`src/rtl/clocks_pkg.sv`:
```
// Shared clocking types: reset-sequencer state encoding
// and the counter-width helper.
package clocks_pkg;

  typedef enum logic [2:0] {
    WAIT_LOCK = 3'd0,
    STABLE    = 3'd1,
    RUN       = 3'd2,
    SOFT_RST  = 3'd3,
    PLL_RST   = 3'd4
  } rst_state_e;

  function automatic int cnt_width(
    input int a,
    input int b,
    input int c,
    input int d
  );
    int m;
    m = a;
    if (b > m) m = b;
    if (c > m) m = c;
    if (d > m) m = d;
    return (m < 2) ? 1 : $clog2(m);
  endfunction

endpackage

```
`src/rtl/sync_bit.sv`:
```
// N-stage single-bit synchronizer for asynchronous
// status inputs, async active-low reset.
module sync_bit #(
  parameter int STAGES = 2
) (
  input  logic clk,
  input  logic rst_n,
  input  logic d,
  output logic q
);

  logic [STAGES-1:0] ff;

  always_ff @(posedge clk or negedge rst_n) begin
    if (!rst_n) ff <= '0;
    else        ff <= {ff[STAGES-2:0], d};
  end

  assign q = ff[STAGES-1];

endmodule

```
`src/rtl/pll_reset_seq.sv`:
```
// PLL lock qualifier and system reset sequencer,
// clocked from the free-running board clock.
module pll_reset_seq
  import clocks_pkg::*;
#(
  parameter int SYNC_STAGES     = 2,
  parameter int STABLE_CYCLES   = 1024,
  parameter int LOCK_TIMEOUT    = 65536,
  parameter int PLLRST_CYCLES   = 16,
  parameter int SOFT_RST_CYCLES = 32,
  parameter int CNT_W           = 8
) (
  input  logic             clk,
  input  logic             rst_n,
  input  logic             locked_async,
  input  logic             soft_rst_req,
  output logic             sys_rst_n,
  output logic             pll_rst,
  output logic [CNT_W-1:0] lock_loss_cnt,
  output logic [2:0]       state_o
);

  localparam int CW = cnt_width(STABLE_CYCLES,
    LOCK_TIMEOUT, PLLRST_CYCLES, SOFT_RST_CYCLES);

  localparam logic [CW-1:0] LT_END = CW'(LOCK_TIMEOUT - 1);
  localparam logic [CW-1:0] SC_END = CW'(STABLE_CYCLES - 1);
  localparam logic [CW-1:0] PR_END = CW'(PLLRST_CYCLES - 1);
  localparam logic [CW-1:0] SR_END = CW'(SOFT_RST_CYCLES - 1);

  logic       lock_s;
  rst_state_e state_q;
  rst_state_e state_d;
  logic [CW-1:0] cnt_q;
  logic [CW-1:0] cnt_d;
  logic       loss;

  sync_bit #(
    .STAGES(SYNC_STAGES)
  ) u_sync (
    .clk  (clk),
    .rst_n(rst_n),
    .d    (locked_async),
    .q    (lock_s)
  );

  always_comb begin
    state_d = state_q;
    unique case (state_q)
      WAIT_LOCK: begin
        if (lock_s)               state_d = STABLE;
        else if (cnt_q == LT_END) state_d = PLL_RST;
      end
      STABLE: begin
        if (!lock_s)              state_d = WAIT_LOCK;
        else if (cnt_q == SC_END) state_d = RUN;
      end
      RUN: begin
        if (!lock_s)           state_d = WAIT_LOCK;
        else if (soft_rst_req) state_d = SOFT_RST;
      end
      SOFT_RST: begin
        if (!lock_s)              state_d = WAIT_LOCK;
        else if (cnt_q == SR_END) state_d = STABLE;
      end
      PLL_RST: begin
        if (cnt_q == PR_END) state_d = WAIT_LOCK;
      end
      default: state_d = WAIT_LOCK;
    endcase
  end

  // counter restarts on every transition; RUN has no dwell
  always_comb begin
    cnt_d = cnt_q + CW'(1);
    if (state_d != state_q)  cnt_d = '0;
    else if (state_q == RUN) cnt_d = cnt_q;
  end

  assign loss = (state_q == RUN) && !lock_s;

  always_ff @(posedge clk or negedge rst_n) begin
    if (!rst_n) begin
      state_q <= WAIT_LOCK;
      cnt_q   <= '0;
    end else begin
      state_q <= state_d;
      cnt_q   <= cnt_d;
    end
  end

  always_ff @(posedge clk or negedge rst_n) begin
    if (!rst_n)
      lock_loss_cnt <= '0;
    else if (loss && lock_loss_cnt != '1)
      lock_loss_cnt <= lock_loss_cnt + CNT_W'(1);
  end

  assign sys_rst_n = (state_q == RUN);
  assign pll_rst   = (state_q == PLL_RST);
  assign state_o   = state_q;

endmodule

```
`config.mk`:
```
export PLATFORM = sky130hd
export DESIGN_NAME = pll_reset_seq
export DESIGN_NICKNAME = d
export VERILOG_FILES = /design/src/rtl/clocks_pkg.sv /design/src/rtl/sync_bit.sv /design/src/rtl/pll_reset_seq.sv
export SDC_FILE = /design/constraint.sdc
export NUM_CORES = 1
export LEC_CHECK = 0
export ABC_AREA = 1
export CORE_MARGIN = 5
export CORE_UTILIZATION = 50
export DETAILED_ROUTE_END_ITERATION = 10
export GPL_ROUTABILITY_DRIVEN = 1
export HOLD_SLACK_MARGIN = 0.05
export PLACE_DENSITY_LB_ADDON = 0.1
export SYNTH_ARGS = -nofsm -noshare
export SYNTH_HDL_FRONTEND = slang
export SYNTH_HIERARCHICAL = 1
export SYNTH_SLANG_ARGS = --single-unit
```
`constraint.sdc`:
```
create_clock -name clk -period 1.6 [get_ports clk]
set_input_delay 0.4 -clock clk [delete_from_list [all_inputs] [get_ports clk]]
set_output_delay 0.4 -clock clk [all_outputs]
set_load 0.1 [all_outputs]
```
# --- Word level (Yosys, flattened, before mapping) ---
# Cells that the tools add are included.
classes:
  mul: 0
  muxes: 12
  addsub: 2
  n_div: 0
  bitwise: 0
  eq_ne: 11
  reduce_logical: 4
  n_shift: 0
  order_cmp: 0
op_table:
  columns: ["operator", "count"]
  rows:
  - ["16-bit 2-to-1 mux", 2]
  - ["3-bit 2-to-1 mux", 9]
  - ["16-bit by 1-bit adder with 16-bit output (second input constant)", 1]
  - ["16-bit by 10-bit equality test with 1-bit output (second input constant)", 1]
  - ["16-bit equality test (second input constant)", 1]
  - ["16-bit by 4-bit equality test with 1-bit output (second input constant)", 1]
  - ["16-bit by 5-bit equality test with 1-bit output (second input constant)", 1]
  - ["3-bit case mux with 5 select lines", 1]
  - ["8-bit by 1-bit adder with 8-bit output (second input constant)", 1]
  - ["8-bit != test (second input constant)", 1]
  - ["3-bit by 2-bit equality test with 1-bit output (second input constant)", 2]
  - ["3-bit by 1-bit equality test with 1-bit output (second input constant)", 1]
  - ["3-bit equality test (second input constant)", 1]
  - ["3-bit logical NOT", 1]
  - ["3-bit != test", 1]
  - ["1-bit logical AND", 2]
  - ["2-bit by 1-bit != test with 1-bit output (second input constant)", 1]
  - ["1-bit logical NOT", 1]
totals:
  ramBits: 0
  wordCells: 33
  mem_count: 0
  reg_bits: 29
  latch_bits: 0
  romBits: 0

# --- Longest topological paths before layout ---
logic_depth:
  depth_word: 6
  mapped_depth: 13
  mapped_depth_nobuf: 12

# --- Hierarchy ---
# Netlist, hierarchy kept.
by_module_without_submodules:
  columns: ["module", "area_per_inst_um2", "instances", "seq_area_each_um2", "cells_each"]
  rows:
  - ["pll_reset_seq", 1594.0, 1, 675.6, 182]
  - ["sync_bit", 50.0, 1, 50.0, 2]

# --- Least setup slack after synthesis ---
# Ideal clock, no wire load.
synth_path:
  kind: "register to register"
  start: "register state_q[2] (netlist: state_o[2])"
  end: "register cnt_q[7]"
  required_ns: 1.531
  setup_time_ns: 0.069
  stages_incl_launch_ff: 10
  t_arrival_ns: 3.188
  path_buffers: 1
  path_slack_ns: -1.657
  cell_sequence: "dfrtp_1 inv_1 nor2_1 nand2_1 nand2_1 nand2_1 nor2_4 nand2_4 buf_12 nor2_4"
synth_rtl:
  columns: ["element", "line", "source"]
  rows:
  - ["start: declaration", "pll_reset_seq.sv:32", "rst_state_e state_q;"]
  - ["start signal: assignment", "pll_reset_seq.sv:87", "state_q <= state_d;"]
  - ["3-bit equality test (*)", null, null]
  - ["named net pll_rst", "pll_reset_seq.sv:18", "output logic pll_rst,"]
  - ["3-bit case mux with 5 select lines (*)", "pll_reset_seq.sv:49", "unique case (state_q)"]
  - ["3-bit != test (*)", "pll_reset_seq.sv:76", "if (state_d != state_q) cnt_d = '0;"]
  - ["2-bit by 1-bit != test with 1-bit output (no source line) or 16-bit 2-to-1 mux (tied branches)", null, null]
  - ["end signal: assignment", "pll_reset_seq.sv:88", "cnt_q <= cnt_d;"]
  - ["end: declaration", "pll_reset_seq.sv:34", "logic [CW-1:0] cnt_q;"]
# Mark *: on every way through the listed nets, which the timed path passes. The rest lies on a longest branch.
# A chain may end at the register's enable or synchronous reset.

# --- Final worst setup path ---
layout_path:
  start: "register cnt_q[1]"
  end: "register cnt_q[15]"
layout_between:
  elab_chain_len: 6
layout_lines:
  columns: ["element", "line", "source"]
  rows:
  - ["16-bit by 5-bit equality test with 1-bit output, or another cell as far along", "pll_reset_seq.sv:64", "else if (cnt_q == SR_END) state_d = STABLE;"]
  - ["3-bit 2-to-1 mux, on equally long branches", "pll_reset_seq.sv:64, pll_reset_seq.sv:52, pll_reset_seq.sv:56", null]
  - ["3-bit 2-to-1 mux, on equally long branches", "pll_reset_seq.sv:63, pll_reset_seq.sv:51, pll_reset_seq.sv:55", null]
  - ["3-bit case mux with 5 select lines", "pll_reset_seq.sv:49", null]
  - ["3-bit != test", "pll_reset_seq.sv:76", null]
  - ["2-bit by 1-bit != test with 1-bit output (no source line) or 16-bit 2-to-1 mux (tied branches)", null, null]
# Several ways; a longest one is shown, not always the timed one. The select of a mux whose other input is x is not followed.

==> reports/qor.yml <==
run_status:
  status: "finished, violations left"
  violations: "setup timing"
power:
  seqPwrFrac_pct: 41.8
  internal_power_mw: 1.265
  pwr-share-clk_pct: 26.1
  pwr-share-comb_pct: 32.1
  swShare_pct: 35.67
  power.switching_mw: 0.7012
  leakagePower_nw: 1.309
  p_per_area_mw_per_mm2: 682.5
  ir_worst_vdd_mv: 0.6571
finish:
  n_antenna_cell: 0
  drive_above_1_share_pct: 58.18
  fin_util_pct: 92.82
  num-nets-final: 280
  area_growth_syn_to_layout_pct: 75.19
die:
  die-area_mm2: 0.004535
  die_w_um: 67.34
  start_util_pct: 52.98
  num_rows: 20
  die_y_um: 67.34
  num_io_pins: 17
  core_area_mm2: 0.003103
global_route:
  grt_overflow: 0
  grt_max_degree: 30
  grt_pass1_vias: 1850
  antenna_found_initial: 0
  grt_use_total_pct: 27.25
  grt_pass1_wl_um: 8963
logic_synthesis:
  synth_top_area_share_pct: 44.14
  synth_cell_types: 30
  yosysTopAreaCell: "dfrtp_1"
  netlist_top_cells_area: "dfrtp_1, nor2_4, nand2_1, xor2_1, nor2_1"
  ys_seq_area_share_pct: 44.14
  ys_seq_elements: 29
  synthCells: 184
  yosys-top-cells-count: "nand2_1, nor2_1, dfrtp_1"
  synth_most_common_cell: "nand2_1"
  synth_warnings: 6
  synth_area_per_cell_um2: 8.935
  syn_nets: 190
  synth_flop_cell: "dfrtp_1"
  synth_edf_count: 0
  synth_area_mm2: 0.001644
  synth_async_sr_flop_share_pct: 100.0
timing:
  rsz0062_at_grt: "true"
  fin_skew_ns: 0.03266
  worstMarginPinSlew_ns: 0.3524
  slew_violations: 0
  relSlewSlack_pct: 76.34
  layout_setup_ws_ns: -0.4311
  hold_violations: 0
  finalCritPeriodShare_pct: 126.9
  period_needed_ns: 2.031
  setup_viol: 27
  fmaxAchievable_mhz: 492.3
  holdWs_ns: 0.3731
critical_path:
  cp.required_ns: 1.81
  cp_max_fo: 8
  rrSetupSlack_ns: -0.43
  crit_path_end_kind: "register"
  crit_arrival_ns: 2.25
  worstSetupPathType: "reg -> reg"
  cp-start-kind: "register"
clock_tree:
  cts_root_buffer: "clkbuf_4"
  cts_num_sinks: 29
  htree_levels: 2
  clock_latency_ns: 0.35
  numCtsBuffers: 5
  cts_tree: "built"
  path_clk_slew_ns: 0.13
  clockBufferDepth: 2
placement:
  place_congestion: 0.8760
  dp_hpwl_um: 2905
  numPortBuffers: 16
run:
  max_cap_violations: 0
drt:
  viasPerCell: 5.928
  drtAntennaViolNets: 0
  drtPass1Iterations: 7
  routedWlPerCell_um: 22.92
  vias: 1891
  drc_errors: 0
  routed_wl_um: 7313
  drt-initial-drc-count: 238
hold_path:
  hold_path.class: "reg -> reg"
[metrics by stage]
step                cell area, um2  setup slack (ns)  cells  setup TNS (ns)  power (mW)
floorplan                     1709           -0.6538    184          -10.64       1.046
global placement              2435           -0.2290    291          -3.909       1.228
detailed placement            2435           -0.2509    291          -3.987       1.241
CTS                           2739           -0.2164    314          -3.699       1.832
global route                  2880           -0.5057    319          -10.18       2.017
finish                        2880           -0.4311    319          -8.336       1.966
[worst paths after layout]
check / from / to / cells after the start
worst max-delay path: cnt_q[1]$_DFFE_PN0P_ / cnt_q[15]$_DFFE_PN0P_ / 13
worst min-delay path: u_sync/ff[0]$_DFF_PN0_ / u_sync/ff[1]$_DFF_PN0_ / 0
worst max register to register: cnt_q[1]$_DFFE_PN0P_ / cnt_q[15]$_DFFE_PN0P_ / 13
worst min register to register: u_sync/ff[0]$_DFF_PN0_ / u_sync/ff[1]$_DFF_PN0_ / 0
max in group asynchronous: rst_n / lock_loss_cnt[1]$_DFFE_PN0P_ / 2
min in group asynchronous: rst_n / state_o[2]$_DFF_PN0_ / 2
[cells by family (layout without fill, tap and decap cells)]
family	Yosys count	count (layout)	share of synthesized area, %
adder cells (fa/ha/maj)	2	2	1.522
XOR/XNOR	20	20	10.65
flip-flops	29	29	44.14
AO/OA/AOI/OAI	7	7	2.740
AND/OR/NAND/NOR	106	106	34.48
buffers and inverters	18	109	5.174
multiplexers	2	2	1.294
[power by group through the flow]
stage | clock (mW) | combinational [mW] | sequential (mW)
after floorplan | 0 | 0.210 | 0.836
after global placement | 0 | 0.421 | 0.807
after detailed placement | 0 | 0.432 | 0.810
after CTS | 0.476 | 0.548 | 0.808
after global routing | 0.534 | 0.659 | 0.823
final | 0.513 | 0.631 | 0.822
[cell usage in the layout (no fill, tap or decap), types with 2 or more instances in the layout]
cell	instances
nor2_4	25
nand4_1	6
nand2_1	30
buf_6	13
dfrtp_2	6
xor2_1	11
buf_4	53
inv_1	9
dfrtp_1	18
clkbuf_1	2
nand3_2	3
nand2_4	4
nand2_2	5
inv_6	2
clkbuf_4	5
buf_12	16
clkdlybuf4s50_1	3
xor2_2	3
nor2_1	13
nor2_2	8
nand3_1	7
xnor2_1	5
inv_2	2
dfrtp_4	5
[routing by layer]
layer  global-route usage, %  vias up  routed length, um
li1                        -      763                  -
met1                   30.45      918               2599
met2                   47.12      141               3594
met3                   6.323       69                504
met4                   15.95        0                614
met5                       0        -                  0
[cell type report]
cell class / count / area, um2
multi-input combinational: 137 / 1044
timing repair buffer: 85 / 894.6
sequential: 29 / 752.0
fill: 107 / 222.7
inverter: 16 / 76.32
clock buffer: 8 / 58.81
tap: 44 / 55.05
[timing repair]
action / 4_1_cts / 5_1_grt
resized for setup: 34 / 25
hold endpoints to repair: 0 / 0
setup endpoints to repair: 24 / 28
hold buffers: 0 / 0
buffers inserted: 15 / 6
pin swaps: 19 / 16
[critical path, stage by stage, from the launching register on]
cell and delay (ns):
dfrtp_1 0.45, ha_4 0.17, nand3_4 0.12, inv_1 0.11
nand2_1 0.09, nor3b_2 0.18, nand2_1 0.11, nand2_1 0.12
nand2_1 0.08, nand2_2 0.08, nor2_4 0.05, nand2_4 0.11
buf_12 0.17, nor2_4 0.03
[registers in the layout (all words and copies together) (netlist names)]
signal / count
cnt_q: 16
lock_loss_cnt: 8
state_o: 3
u_sync/ff: 2
(Power assumes the default switching activity.)
